[src/rtl/spi_cs_sequencer.sv]
// spi_cs_sequencer: transaction sequencer sitting in front of SPI_Master.
// Buffers host TX words and a config shadow, issues wr_cr / wr_data / TX_DV
// strobes spaced four cycles apart so the master's 2-flop edge detectors
// always see a clean edge, owns the chip-selects with programmable
// setup/hold gaps, and queues received words for the host.
//
// Optional feature: define SPI_SEQ_TIMEOUT_EN to add a 20-bit watchdog over
// WAIT_BUSY/WAIT_DONE plus the sticky o_timeout output. Without it the wait
// states wait indefinitely and o_timeout does not exist.

// Small show-ahead FIFO used for both the TX and RX queues.
module spi_seq_fifo #(
  parameter int DEPTH = 4,
  parameter int WIDTH = 16
) (
  input  logic             i_Clk,
  input  logic             i_Rst_L,
  input  logic             flush,
  input  logic             push,
  input  logic [WIDTH-1:0] wdata,
  input  logic             pop,
  output logic [WIDTH-1:0] rdata,
  output logic             full,
  output logic             empty
);
  localparam int          AW         = $clog2(DEPTH);
  localparam logic [AW:0] FULL_COUNT = (AW+1)'(DEPTH);

  logic [WIDTH-1:0] mem [DEPTH];
  logic [AW-1:0]    wr_ptr_reg;
  logic [AW-1:0]    rd_ptr_reg;
  logic [AW:0]      count_reg;
  logic             push_ok;
  logic             pop_ok;

  // A push at full is dropped even when a pop happens in the same cycle.
  assign full    = (count_reg == FULL_COUNT);
  assign empty   = (count_reg == '0);
  assign push_ok = push && !full;
  assign pop_ok  = pop && !empty;
  assign rdata   = mem[rd_ptr_reg];

  // Storage write; left unreset so it maps onto plain RAM.
  always_ff @(posedge i_Clk) begin
    if (push_ok) begin
      mem[wr_ptr_reg] <= wdata;
    end
  end

  // Pointer and occupancy bookkeeping; pointers wrap naturally (power of 2 depth).
  always_ff @(posedge i_Clk or negedge i_Rst_L) begin
    if (!i_Rst_L) begin
      wr_ptr_reg <= '0;
      rd_ptr_reg <= '0;
      count_reg  <= '0;
    end else if (flush) begin
      wr_ptr_reg <= '0;
      rd_ptr_reg <= '0;
      count_reg  <= '0;
    end else begin
      if (push_ok) begin
        wr_ptr_reg <= wr_ptr_reg + AW'(1);
      end
      if (pop_ok) begin
        rd_ptr_reg <= rd_ptr_reg + AW'(1);
      end
      case ({push_ok, pop_ok})
        2'b10:   count_reg <= count_reg + (AW+1)'(1);
        2'b01:   count_reg <= count_reg - (AW+1)'(1);
        default: count_reg <= count_reg;
      endcase
    end
  end
endmodule

module spi_cs_sequencer #(
  parameter int  FIFO_DEPTH = 4,
  parameter int  NUM_CS     = 2,
  localparam int CS_W       = (NUM_CS > 1) ? $clog2(NUM_CS) : 1
) (
  input  logic              i_Clk,
  input  logic              i_Rst_L,
  input  logic              i_cfg_wr,
  input  logic [1:0]        i_spi_mode,
  input  logic [15:0]       i_ticks_per_half_bit,
  input  logic [3:0]        i_data_length,
  input  logic              i_tx_msb_first,
  input  logic              i_rx_msb_first,
  input  logic [CS_W-1:0]   i_cs_sel,
  input  logic [7:0]        i_cs_setup,
  input  logic [7:0]        i_cs_hold,
  input  logic              i_tx_push,
  input  logic [15:0]       i_tx_word,
  input  logic              i_tx_last,
  output logic              o_tx_full,
  input  logic              i_rx_pop,
  output logic [15:0]       o_rx_word,
  output logic              o_rx_empty,
  input  logic              i_clr_status,
  output logic              o_rx_overflow,
  output logic              o_busy,
  output logic              o_wr_cr,
  output logic              o_wr_data,
  output logic [1:0]        o_spi_mode,
  output logic [15:0]       o_ticks_per_half_bit,
  output logic [3:0]        o_data_length,
  output logic              o_tx_msb_first,
  output logic              o_rx_msb_first,
  output logic [15:0]       o_TX_Data,
  output logic              o_TX_DV,
  input  logic              i_TX_Ready,
  input  logic              i_RX_DV,
  input  logic [15:0]       i_RX_Data,
  output logic [NUM_CS-1:0] o_SPI_CS_n
`ifdef SPI_SEQ_TIMEOUT_EN
  ,
  output logic              o_timeout
`endif
);
  // Strobe plus three quiet cycles so the master's edge detector re-arms.
  localparam logic [7:0] SYNC_GAP = 8'd4;

  typedef enum logic [3:0] {
    ST_IDLE,
    ST_CFG,
    ST_CS_SETUP,
    ST_LOAD,
    ST_START,
    ST_WAIT_BUSY,
    ST_WAIT_DONE,
    ST_STALL,
    ST_CS_HOLD
  } state_t;

  state_t            state_reg, state_next;
  logic [7:0]        cnt_reg, cnt_next;
  logic [NUM_CS-1:0] cs_n_reg, cs_n_next;
  logic [NUM_CS-1:0] cs_onehot;
  logic [15:0]       tx_data_reg, tx_data_next;
  logic              tx_last_reg, tx_last_next;

  // Config shadow
  logic [1:0]        cfg_mode_reg;
  logic [15:0]       cfg_ticks_reg;
  logic [3:0]        cfg_len_reg;
  logic              cfg_tx_msb_reg;
  logic              cfg_rx_msb_reg;
  logic [CS_W-1:0]   cfg_cs_sel_reg;
  logic [7:0]        cfg_setup_reg;
  logic [7:0]        cfg_hold_reg;

  logic              tx_empty;
  logic              tx_pop;
  logic              tx_flush;
  logic              do_load;
  logic [16:0]       tx_head;
  logic              rx_full;
  logic              rx_push;
  logic [15:0]       rx_mask;
  logic              rx_overflow_reg;
  logic              wr_cr, wr_data, tx_dv;
  logic [7:0]        setup_lim, hold_lim;
  logic              in_wait;
  logic              wd_expired;

  spi_seq_fifo #(.DEPTH(FIFO_DEPTH), .WIDTH(17)) u_tx_fifo (
    .i_Clk   (i_Clk),
    .i_Rst_L (i_Rst_L),
    .flush   (tx_flush),
    .push    (i_tx_push),
    .wdata   ({i_tx_last, i_tx_word}),
    .pop     (tx_pop),
    .rdata   (tx_head),
    .full    (o_tx_full),
    .empty   (tx_empty)
  );

  // Received words are trimmed to the configured word length before queuing.
  assign rx_mask = 16'hFFFF >> (4'd15 - cfg_len_reg);
  assign rx_push = i_RX_DV && (state_reg != ST_IDLE);

  spi_seq_fifo #(.DEPTH(FIFO_DEPTH), .WIDTH(16)) u_rx_fifo (
    .i_Clk   (i_Clk),
    .i_Rst_L (i_Rst_L),
    .flush   (1'b0),
    .push    (rx_push),
    .wdata   (i_RX_Data & rx_mask),
    .pop     (i_rx_pop),
    .rdata   (o_rx_word),
    .full    (rx_full),
    .empty   (o_rx_empty)
  );

  // Chip-select decode of the shadowed CS index (out-of-range selects nothing).
  genvar gi;
  generate
    for (gi = 0; gi < NUM_CS; gi++) begin : g_cs_dec
      assign cs_onehot[gi] = (cfg_cs_sel_reg == CS_W'(gi));
    end
  endgenerate

  // Zero setup/hold still gives one cycle of separation.
  assign setup_lim = (cfg_setup_reg == 8'd0) ? 8'd1 : cfg_setup_reg;
  assign hold_lim  = (cfg_hold_reg  == 8'd0) ? 8'd1 : cfg_hold_reg;
  assign in_wait   = (state_reg == ST_WAIT_BUSY) || (state_reg == ST_WAIT_DONE);

`ifdef SPI_SEQ_TIMEOUT_EN
  logic [19:0] wd_cnt_reg;
  logic        timeout_reg;

  assign wd_expired = in_wait && (wd_cnt_reg == 20'hFFFFF);
  assign o_timeout  = timeout_reg;

  // Watchdog: counts consecutive cycles spent waiting on the master.
  always_ff @(posedge i_Clk or negedge i_Rst_L) begin
    if (!i_Rst_L) begin
      wd_cnt_reg  <= '0;
      timeout_reg <= 1'b0;
    end else begin
      if (in_wait && !wd_expired) begin
        wd_cnt_reg <= wd_cnt_reg + 20'd1;
      end else begin
        wd_cnt_reg <= '0;
      end
      if (wd_expired) begin
        timeout_reg <= 1'b1;
      end else if (i_clr_status) begin
        timeout_reg <= 1'b0;
      end
    end
  end
`else
  assign wd_expired = 1'b0;
`endif

  // Config shadow: only updated between transactions.
  always_ff @(posedge i_Clk or negedge i_Rst_L) begin
    if (!i_Rst_L) begin
      cfg_mode_reg   <= '0;
      cfg_ticks_reg  <= '0;
      cfg_len_reg    <= '0;
      cfg_tx_msb_reg <= 1'b0;
      cfg_rx_msb_reg <= 1'b0;
      cfg_cs_sel_reg <= '0;
      cfg_setup_reg  <= '0;
      cfg_hold_reg   <= '0;
    end else if (i_cfg_wr && (state_reg == ST_IDLE)) begin
      cfg_mode_reg   <= i_spi_mode;
      cfg_ticks_reg  <= i_ticks_per_half_bit;
      cfg_len_reg    <= i_data_length;
      cfg_tx_msb_reg <= i_tx_msb_first;
      cfg_rx_msb_reg <= i_rx_msb_first;
      cfg_cs_sel_reg <= i_cs_sel;
      cfg_setup_reg  <= i_cs_setup;
      cfg_hold_reg   <= i_cs_hold;
    end
  end

  // Sticky RX overflow; a new drop wins over a simultaneous clear.
  always_ff @(posedge i_Clk or negedge i_Rst_L) begin
    if (!i_Rst_L) begin
      rx_overflow_reg <= 1'b0;
    end else if (rx_push && rx_full) begin
      rx_overflow_reg <= 1'b1;
    end else if (i_clr_status) begin
      rx_overflow_reg <= 1'b0;
    end
  end

  // FSM state register plus the registered CS and TX word outputs.
  always_ff @(posedge i_Clk or negedge i_Rst_L) begin
    if (!i_Rst_L) begin
      state_reg   <= ST_IDLE;
      cnt_reg     <= '0;
      cs_n_reg    <= '1;
      tx_data_reg <= '0;
      tx_last_reg <= 1'b0;
    end else begin
      state_reg   <= state_next;
      cnt_reg     <= cnt_next;
      cs_n_reg    <= cs_n_next;
      tx_data_reg <= tx_data_next;
      tx_last_reg <= tx_last_next;
    end
  end

  // FSM next-state and strobe decode.
  always_comb begin
    state_next   = state_reg;
    cnt_next     = cnt_reg + 8'd1;
    cs_n_next    = cs_n_reg;
    tx_data_next = tx_data_reg;
    tx_last_next = tx_last_reg;
    tx_pop       = 1'b0;
    tx_flush     = 1'b0;
    do_load      = 1'b0;
    wr_cr        = 1'b0;
    wr_data      = 1'b0;
    tx_dv        = 1'b0;

    case (state_reg)
      ST_IDLE: begin
        cnt_next = '0;
        if (!tx_empty) begin
          state_next = ST_CFG;
        end
      end
      ST_CFG: begin
        wr_cr = (cnt_reg == 8'd0);
        if (cnt_reg == SYNC_GAP - 8'd1) begin
          state_next = ST_CS_SETUP;
          cnt_next   = '0;
          cs_n_next  = ~cs_onehot;
        end
      end
      ST_CS_SETUP: begin
        if (cnt_reg == setup_lim - 8'd1) begin
          state_next = ST_LOAD;
          cnt_next   = '0;
          do_load    = 1'b1;
        end
      end
      ST_LOAD: begin
        wr_data = (cnt_reg == 8'd0);
        if (cnt_reg == SYNC_GAP - 8'd1) begin
          state_next = ST_START;
          cnt_next   = '0;
        end
      end
      ST_START: begin
        tx_dv      = 1'b1;
        state_next = ST_WAIT_BUSY;
        cnt_next   = '0;
      end
      ST_WAIT_BUSY: begin
        if (!i_TX_Ready) begin
          state_next = ST_WAIT_DONE;
        end
      end
      ST_WAIT_DONE: begin
        if (i_TX_Ready) begin
          cnt_next = '0;
          if (tx_last_reg) begin
            state_next = ST_CS_HOLD;
          end else if (!tx_empty) begin
            state_next = ST_LOAD;
            do_load    = 1'b1;
          end else begin
            state_next = ST_STALL;
          end
        end
      end
      ST_STALL: begin
        cnt_next = '0;
        if (!tx_empty) begin
          state_next = ST_LOAD;
          do_load    = 1'b1;
        end
      end
      ST_CS_HOLD: begin
        if (cnt_reg == hold_lim - 8'd1) begin
          state_next = ST_IDLE;
          cnt_next   = '0;
          cs_n_next  = '1;
        end
      end
      default: begin
        state_next = ST_IDLE;
        cnt_next   = '0;
        cs_n_next  = '1;
      end
    endcase

    // A stuck master aborts the transaction and discards queued TX words.
    if (wd_expired) begin
      state_next = ST_IDLE;
      cnt_next   = '0;
      cs_n_next  = '1;
      tx_flush   = 1'b1;
      do_load    = 1'b0;
    end

    if (do_load) begin
      tx_pop       = 1'b1;
      tx_data_next = tx_head[15:0];
      tx_last_next = tx_head[16];
    end
  end

  assign o_busy               = (state_reg != ST_IDLE);
  assign o_wr_cr              = wr_cr;
  assign o_wr_data            = wr_data;
  assign o_TX_DV              = tx_dv;
  assign o_TX_Data            = tx_data_reg;
  assign o_SPI_CS_n           = cs_n_reg;
  assign o_rx_overflow        = rx_overflow_reg;
  assign o_spi_mode           = cfg_mode_reg;
  assign o_ticks_per_half_bit = cfg_ticks_reg;
  assign o_data_length        = cfg_len_reg;
  assign o_tx_msb_first       = cfg_tx_msb_reg;
  assign o_rx_msb_first       = cfg_rx_msb_reg;
endmodule
[config.mk]
export PLATFORM = sky130hd
export DESIGN_NAME = spi_cs_sequencer
export DESIGN_NICKNAME = d
export VERILOG_FILES = /design/src/rtl/spi_cs_sequencer.sv
export SDC_FILE = /design/constraint.sdc
export NUM_CORES = 1
export LEC_CHECK = 0
export CAP_MARGIN = 20
export CORE_ASPECT_RATIO = 0.9
export CORE_MARGIN = 3
export CORE_UTILIZATION = 45
export DETAILED_ROUTE_END_ITERATION = 7
export PLACE_DENSITY = 0.76
export SETUP_SLACK_MARGIN = 0.15
export SLEW_MARGIN = 20
export SYNTH_ARGS = -nofsm -noshare
export SYNTH_HDL_FRONTEND = slang
export SYNTH_HIERARCHICAL = 1
export SYNTH_SLANG_ARGS = --single-unit
[constraint.sdc]
create_clock -name i_Clk -period 3.3 [get_ports i_Clk]
set_input_delay 0.99 -clock i_Clk [delete_from_list [all_inputs] [get_ports i_Clk]]
set_output_delay 0.99 -clock i_Clk [all_outputs]
set_load 0.02 [all_outputs]
==> impl_metrics.toml, run 1 <==
[run_status]
status = "finished with violations"
violations = "negative setup slack"

[final_layout]
largest_reg_flops = 68
top_register = "u_tx_fifo/mem"
drive_gt1_frac = 0.250
antenna_cells = 0
final_net_count = 929
area_growth_syn_to_layout_pct = 31.4
finalInstanceArea_mm2 = 0.0127
reg_top3 = "u_tx_fifo/mem (68), u_rx_fifo/mem (64)"

[synth]
avgSynthCellArea_um2 = 15.4
synthArstFlopShare = 0.397
netlist_top_cells_area = "edfxtp_1, dfrtp_1, mux4_2"
syn_area_mm2 = 0.00965
synth_top_area_share = 0.411
ys_ff_latch = 219
seq_area_frac_synth = 0.637
ys_types = 68
ys_top_cells_by_count = "edfxtp_1, dfrtp_1, mux2_2, nor2_1, mux4_2"
ys.warnings.count = 6
netlist_instances = 625
yosysTopAreaCell = "edfxtp_1"
synth_edf_count = 132
yosysMostFrequentCell = "edfxtp_1"
dominantRegCellSynth = "edfxtp_1"

[clocking]
numCtsBuffers = 23
cts_sinks = 219
cts_buffer_depth = 3
clk_pin_slew_worst_paths_ps = 60
cts_tree = "yes"
insertion_delay_ps = 500
hold_buffers = 0
cts-htree-levels = 1
clockRootBuffer = "clkbuf_16"

[power]
powerDensity_mw_per_mm2 = 847
ir_drop_v = 0.000515
p_leak_nw = 4.86

[critical_path]
setup.worst_path.end_class = "flop"
worstPathArrival_ps = 3820
cp-start-kind = "flop"
crit_type = "flop to flop"
cp_max_fo = 3
cp.required_ps = 3680

[drt]
drc = 0
antenna_left = 0
viasPerCell = 5.24
first_pass_iters = 5
drt-wirelength-per-cell_um = 17.9
routed_wirelength_um = 20400
drtIter0Drc = 389
dr_total_vias = 5946

[timing]
rsz0062_at_grt = "yes"
holdWs_ps = 503
skew_ps = 7.58
min_period_ps = 3430
slew_headroom = 0.393
fmax_ghz = 0.291
drv_slew = 0
worst_slack_ps = -133
period_share = 1.04
setup_violations = 12
hold_violations = 0
worst_pin_slew_ps = 910

[global_route]
grt_pass1_wl_um = 32800
grt_max_degree = 57
track_usage = 0.174
globalRouteOverflowTotal = 0
grt_pass1_vias = 6214
antenna_found_initial = 0

[floorplan]
chipHeight_um = 145
start_util = 0.460
io_pins = 147
die_width_um = 160
num_rows = 50
dieArea_mm2 = 0.0232
core_area_mm2 = 0.0210

[placed_design]
pre_cts_ws_ps = -180
post_dp_cell_area_mm2 = 0.0117
dp_hpwl_um = 13800
place_congestion = 0.819
port-buffer-count = 146

[min_path]
hold_path_class = "flop to flop"

[run]
max_cap_violations = 0
[cell families after synthesis]
group	after synthesis	synth area share
adder cells (fa/ha/maj)	14	0.0197
buffers and inverters	46	0.0266
AO/OA/AOI/OAI	76	0.0563
flip-flops	219	0.637
AND/OR/NAND/NOR	142	0.0786
multiplexers	97	0.155
other	1	0.000389
XOR/XNOR	30	0.0272
[critical path: stages (launching register included)]
cell       delay (ps)
dfrtp_1           400
nor4_4            350
a21oi_2           110
ha_2              200
or2b_1            230
a311o_1           360
a2111oi_4         300
and4b_1           290
a31o_1            190
o21ai_2            70
a21oi_2           150
fa_1              460
a31oi_1           150
nor3_1             70
[power by group]
part           leakage [nW]  total (mW)  switching (mW)  internal, mW
sequential             2.31        4.13           0.530          3.60
combinational          2.17        3.91            1.86          2.06
clock                 0.373        2.70            1.02          1.67
[metal layers]
layer  wire [µm]  up-vias  track usage
met5           0        -            0
met4         393        0       0.0377
met3        1030       26       0.0305
met2        9970      156        0.293
met1        8970     3013        0.239
li1            -     2751            -
[metrics by stage]
stage	setup TNS [ps]	power, mW	cells	util
after floorplan	-193	6.40	638	-
after global placement	-81.2	7.87	1083	0.559
after detailed placement	-511	7.95	1083	0.559
after CTS	-172	10.7	1128	0.600
after global routing	-2660	11.3	1135	0.605
final	-500	10.7	1135	0.605
[area by class of cell]
cell class	count	area, µm²
fillers	1610	8280
clock inverters	12	190
flip-flops and latches	219	6140
well taps	286	358
clock buffers	29	598
inverters	16	60.1
repair buffers	200	1930
multi-input cells	373	3400
[layout by cell type, fill, tap and decap left out, types with 16 or more instances in the layout]
cell type,n
nor2_1,40
inv_1,16
buf_4,49
dlygate4sd2_1,16
dfrtp_1,84
mux2_2,47
nand2_1,19
mux4_2,33
clkdlybuf4s50_1,127
edfxtp_1,132
clkbuf_16,23
[final timing paths]
kind | startpoint | cells after the start | to | slack, ps
max | cfg_setup_reg[1] | 13 | u_tx_fifo/count_reg[1] | -130
min | o_rx_msb_first | 1 | o_rx_msb_first | 500
max reg2reg | cfg_setup_reg[1] | 13 | u_tx_fifo/count_reg[1] | -130
min reg2reg | o_rx_msb_first | 1 | o_rx_msb_first | 500
max in group asynchronous | i_Rst_L | 2 | state_reg[2] | 2050
min in group asynchronous | i_Rst_L | 1 | o_ticks_per_half_bit[15] | 570
[what timing repair did]
item                       in CTS  in global routing
gates resized for setup        39                 11
buffers inserted                4                  7
cloned                          0                  0
pin swaps                       7                  5
setup endpoints to repair      38                 27
(Power assumes the default switching activity.)
==> run 2, diff against run 1 <==
- CORE_ASPECT_RATIO: 0.9 -> 1.75
- CORE_UTILIZATION: 45 -> 35
- PLACE_DENSITY: 0.76 -> 0.63
==> run 2 against run 1 <==
Effect of this change:
- the flow still finishes with violations (negative setup slack)
- global-route usage shrank 2.8 points
- maximum frequency grew 3.8%
- sequential power shrank 1%
- design area down 0.29%
- largest cell class unchanged
- first-iteration DRC count fell by 48%
- die area increased by 28%
- setup slack better by 130 ps
- largest power group unchanged
- worst hold slack got worse by 72 ps
- clock power fell by 7%
- clock skew up 1.5 ps
- count of clock-buffer cells in the layout rose by 1
==> impl_metrics.toml, run 2 (synthesized netlist as in run 1, its figures left out) <==
[clocking]
cts_tree = "yes"
cts_buffer_depth = 3
cts_sinks = 219
insertion_delay_ps = 510
cts-htree-levels = 1
clk_pin_slew_worst_paths_ps = 60
clockRootBuffer = "clkbuf_16"
numCtsBuffers = 22

[power]
finalPower_mw = 10.5
powerDensity_mw_per_mm2 = 828
p_leak_nw = 4.79
ir_drop_v = 0.000548

[timing]
skew_ps = 9.07
drv_slew = 0
fmax_ghz = 0.302
period_share = 1.00
worst_pin_slew_ps = 894
setup_violations = 1
slew_headroom = 0.404
min_period_ps = 3310
worst_slack_ps = -7.73
hold_violations = 0
rsz0062_at_grt = "yes"

[critical_path]
r2r-start = "cfg_setup_reg[1]"
cp_max_fo = 3
setup.worst_path.end_class = "flop"
rr_endpoint = "u_tx_fifo/count_reg[1]"
crit_start = "cfg_setup_reg[1]"
r2r_slack_ps = -8
cp.required_ps = 3700
cp-start-kind = "flop"
r2r_cells = 13
worstSetupEndpoint = "u_tx_fifo/count_reg[1]"
crit_type = "flop to flop"
worstPathArrival_ps = 3700

[drt]
drt-wirelength-per-cell_um = 17.7
first_pass_iters = 4
antenna_left = 0
routed_wirelength_um = 21400
dr_total_vias = 5807
drc = 0
drtIter0Drc = 204
viasPerCell = 4.81

[floorplan]
io_pins = 147
die_width_um = 132
core_area_mm2 = 0.0269
chipHeight_um = 226
num_rows = 79
start_util = 0.359
dieArea_mm2 = 0.0297

[global_route]
grt_max_degree = 56
antenna_found_initial = 1
grt_pass1_wl_um = 34800
track_usage = 0.146
grt_pass1_vias = 6508
globalRouteOverflowTotal = 0

[final_layout]
area_growth_syn_to_layout_pct = 31.0
seq_area_mm2 = 0.00614
fillers = 2425
layout_commonest_cell = "edfxtp_1"
top_register = "u_tx_fifo/mem"
reg_top3 = "u_tx_fifo/mem (68), u_rx_fifo/mem (64)"
multiInputGateArea_mm2 = 0.00337
final_cell_mix = "edfxtp_1, clkdlybuf4s50_1, dfrtp_1, mux2_2, buf_4"
drive_gt1_frac = 0.246
final_net_count = 923
largest_reg_flops = 68
fin_cells = 1207
antenna_cells = 0

[run_status]
violations = "negative setup slack"
status = "finished with violations"

[placed_design]
port-buffer-count = 146
place_congestion = 0.764
dp_hpwl_um = 14700
dp.cells = 1158

[run]
max_cap_violations = 0

[min_path]
hold_path_class = "primary input to asynchronous set/reset pin"
## run 2: cell count changes in the layout (fill, tap and decap cells not counted), sizes merged
cell,change
buf,-6
bufbuf,+1
bufinv,-3
clkbuf,+1
clkinvlp,-1
inv,+2
## run 2: worst min-delay path by stage
| stage | end | slack [ps] | cells past startpoint |
|---|---|---|---|
| final | o_TX_Data[15] | 430 | 1 |
| after global routing | u_tx_fifo/wr_ptr_reg[1] | 450 | 1 |
| after CTS | o_TX_Data[15] | 430 | 1 |
| after detailed placement | o_ticks_per_half_bit[0] | 490 | 1 |
| after global placement | o_ticks_per_half_bit[3] | 490 | 1 |
| after floorplan | cfg_hold_reg[7] | 500 | 1 |
## run 2: critical path: stages (launching register included)
cell and delay (ps):
dfrtp_1 400, nor4_4 310, a21oi_2 100, ha_2 200, or2b_1 240, a311o_1 300, a2111oi_2 290, and4b_1 260
a31o_1 180, o21ai_2 80, a21oi_2 150, fa_1 440, a21oi_1 180, nor3_1 70
## run 2: per-layer routing
metal	vias up	routed length, µm	share of wire	GRT usage
li1	2743	-	-	-
met1	2889	7890	0.37	0.154
met2	146	11700	0.55	0.278
met3	27	1350	0.063	0.0408
met4	2	454	0.021	0.0482
met5	-	7	0.00033	0
## run 2: report_power, final
part | switching, mW | internal, mW | total (mW) | leakage [nW]
clock network | 1.06 | 1.47 | 2.52 | 0.346
logic | 1.87 | 2.01 | 3.88 | 2.13
registers | 0.474 | 3.60 | 4.07 | 2.31
## run 2: area by class of cell
type,count,share of cell area
flip-flops and latches,219,0.486
multi-input cells,373,0.267
repair buffers,195,0.149
clock buffers,30,0.0484
well taps,364,0.0360
clock inverters,10,0.00871
inverters,16,0.00475
## run 2: metrics by stage
stage,worst slack [ps],util,TNS (ps),cell area (µm²),hold slack (ps)
6_report,-7.73,0.470,-7.73,12600,431
5_1_grt,-297,0.470,-1750,12600,448
4_1_cts,-86.6,0.470,-86.6,12600,428
3_5_place_dp,-179,0.438,-864,11800,491
3_3_place_gp,-79.8,0.438,-208,11800,487
2_1_floorplan,-193,-,-193,9710,496
## run 2: timing repair
item / CTS / global route
hold buffers: 0 / 0
endpoints found under the setup margin: 41 / 26
gates cloned: 1 / 0
hold endpoints to repair: 0 / 0
pin swaps: 12 / 8
gates resized for setup: 40 / 3
buffers inserted: 7 / 1
==> run 3, diff against run 2 <==
- TNS_END_PERCENT: not set -> 10
==> run 3 against run 2 <==
Effect of this change:
- the flow still finishes with violations (negative setup slack)
- total power about the same
- via count up 0.48%
- maximum frequency down 0.27%
- die area unchanged
- clock skew up 3.3 ps
- combinational power down 3%
- critical endpoint unchanged
==> impl_metrics.toml, run 3 (synthesized netlist as in run 1, its figures left out) <==
[run_status]
status = "finished with violations"
violations = "negative setup slack"

[final_layout]
layout_commonest_cell = "edfxtp_1"
area_growth_syn_to_layout_pct = 30.6
seq_area_mm2 = 0.00615
multiInputGateArea_mm2 = 0.00335
antenna_cells = 0
final_cell_mix = "edfxtp_1, clkdlybuf4s50_1, dfrtp_1, mux2_2, buf_4"
top_register = "u_tx_fifo/mem"
drive_gt1_frac = 0.237
fillers = 2441
finalInstanceArea_mm2 = 0.0126
reg_top3 = "u_tx_fifo/mem (68), u_rx_fifo/mem (64)"
fin_util = 0.469
largest_reg_flops = 68
final_net_count = 919

[run]
max_cap_violations = 0

[timing]
worst_pin_slew_ps = 887
rsz0062_at_grt = "yes"
min_period_ps = 3320
drv_slew = 0
slew_headroom = 0.409
period_share = 1.01
setup_violations = 1
worst_slack_ps = -16.8
fmax_ghz = 0.301
skew_ps = 12.4
hold_violations = 0

[drt]
drtIter0Drc = 192
antenna_left = 0
drc = 0
drt-wirelength-per-cell_um = 17.4
first_pass_iters = 4
routed_wirelength_um = 20900
dr_total_vias = 5835
viasPerCell = 4.85

[min_path]
holdPathEnd = "o_ticks_per_half_bit[3]"
min-delay-start = "o_ticks_per_half_bit[3]"
hold_path_class = "flop to flop"
hold_depth = 1

[global_route]
antenna_found_initial = 3
grt_pass1_wl_um = 34100
globalRouteOverflowTotal = 0
track_usage = 0.143
grt_max_degree = 47
grt_pass1_vias = 6205

[critical_path]
r2r-start = "cfg_setup_reg[2]"
cp_max_fo = 3
worstPathArrival_ps = 3720
cp.required_ps = 3710
r2r_cells = 13
r2r_slack_ps = -20
setup.worst_path.end_class = "flop"
cp-start-kind = "flop"
crit_type = "flop to flop"
rr_endpoint = "u_tx_fifo/count_reg[1]"

[floorplan]
chipHeight_um = 226
dieArea_mm2 = 0.0297
io_pins = 147
die_width_um = 132
start_util = 0.359
num_rows = 79
core_area_mm2 = 0.0269

[clocking]
cts_sinks = 219
insertion_delay_ps = 510
cts-htree-levels = 1
clk_pin_slew_worst_paths_ps = 70
numCtsBuffers = 22
cts_tree = "yes"
cts_buffer_depth = 3
clockRootBuffer = "clkbuf_16"

[placed_design]
post_dp_cell_area_mm2 = 0.0118
port-buffer-count = 146
place_congestion = 0.763
dp_hpwl_um = 14900

[power]
powerDensity_mw_per_mm2 = 831
p_leak_nw = 4.76
ir_drop_v = 0.000603
==> run 3: timing repair <==
action | CTS | global route
setup endpoints to repair | 41 | 28
setup buffers | 2 | 1
cloned | 0 | 0
gates resized for setup | 29 | 9
hold buffers | 0 | 0
pin swaps | 3 | 6
==> run 3: power by group <==
group          leakage, nW  switching [mW]  internal [mW]  total (mW)
Clock                0.357            1.03           1.58        2.62
Sequential            2.31           0.497           3.60        4.09
Combinational         2.09            1.82           1.95        3.77
==> run 3: how the worst max path moves through the flow <==
stage                startpoint                     end  slack, ps
3_5_place_dp   cfg_setup_reg[1]  u_tx_fifo/count_reg[1]       -100
3_3_place_gp   cfg_setup_reg[1]  u_tx_fifo/count_reg[1]        -60
6_report       cfg_setup_reg[2]  u_tx_fifo/count_reg[1]        -20
4_1_cts        cfg_setup_reg[1]  u_tx_fifo/count_reg[1]       -100
2_1_floorplan  cfg_setup_reg[4]  u_tx_fifo/count_reg[1]       -190
5_1_grt        cfg_setup_reg[5]  u_tx_fifo/count_reg[1]       -290
==> run 3: final cells by class <==
class / count / area share
clock buffers: 26 / 0.0465
well taps: 364 / 0.0361
multi-input cells: 373 / 0.266
flip-flops and latches: 219 / 0.487
repair buffers: 191 / 0.146
inverters: 16 / 0.00476
clock inverters: 14 / 0.0135
==> run 3: metrics by stage <==
step | hold slack (ps) | setup slack, ps | cells | power (mW) | setup TNS [ps]
after floorplan | 496 | -193 | 638 | 6.40 | -193
after global placement | 488 | -62.4 | 1160 | 7.92 | -67.7
after detailed placement | 493 | -105 | 1160 | 7.98 | -158
after CTS | 507 | -96.3 | 1202 | 10.6 | -110
after global routing | 512 | -288 | 1203 | 11.1 | -1450
final | 503 | -16.8 | 1203 | 10.5 | -16.8
==> run 3: critical path: stages (launching register included) <==
cell,delay (ps)
dfrtp_1,410
nor4_4,330
a21oi_2,100
ha_2,200
or2b_1,230
a311o_1,300
a2111oi_2,290
and4b_1,280
a31o_1,200
o21ai_2,80
a21oi_2,140
fa_1,450
a31oi_1,140
nor3_1,70
==> run 3: metal layers <==
layer,track usage,wire [µm],share of wire
met1,0.155,7590,0.36
met2,0.271,11500,0.55
met3,0.0408,1370,0.065
met4,0.0414,425,0.020
met5,0,54,0.0026
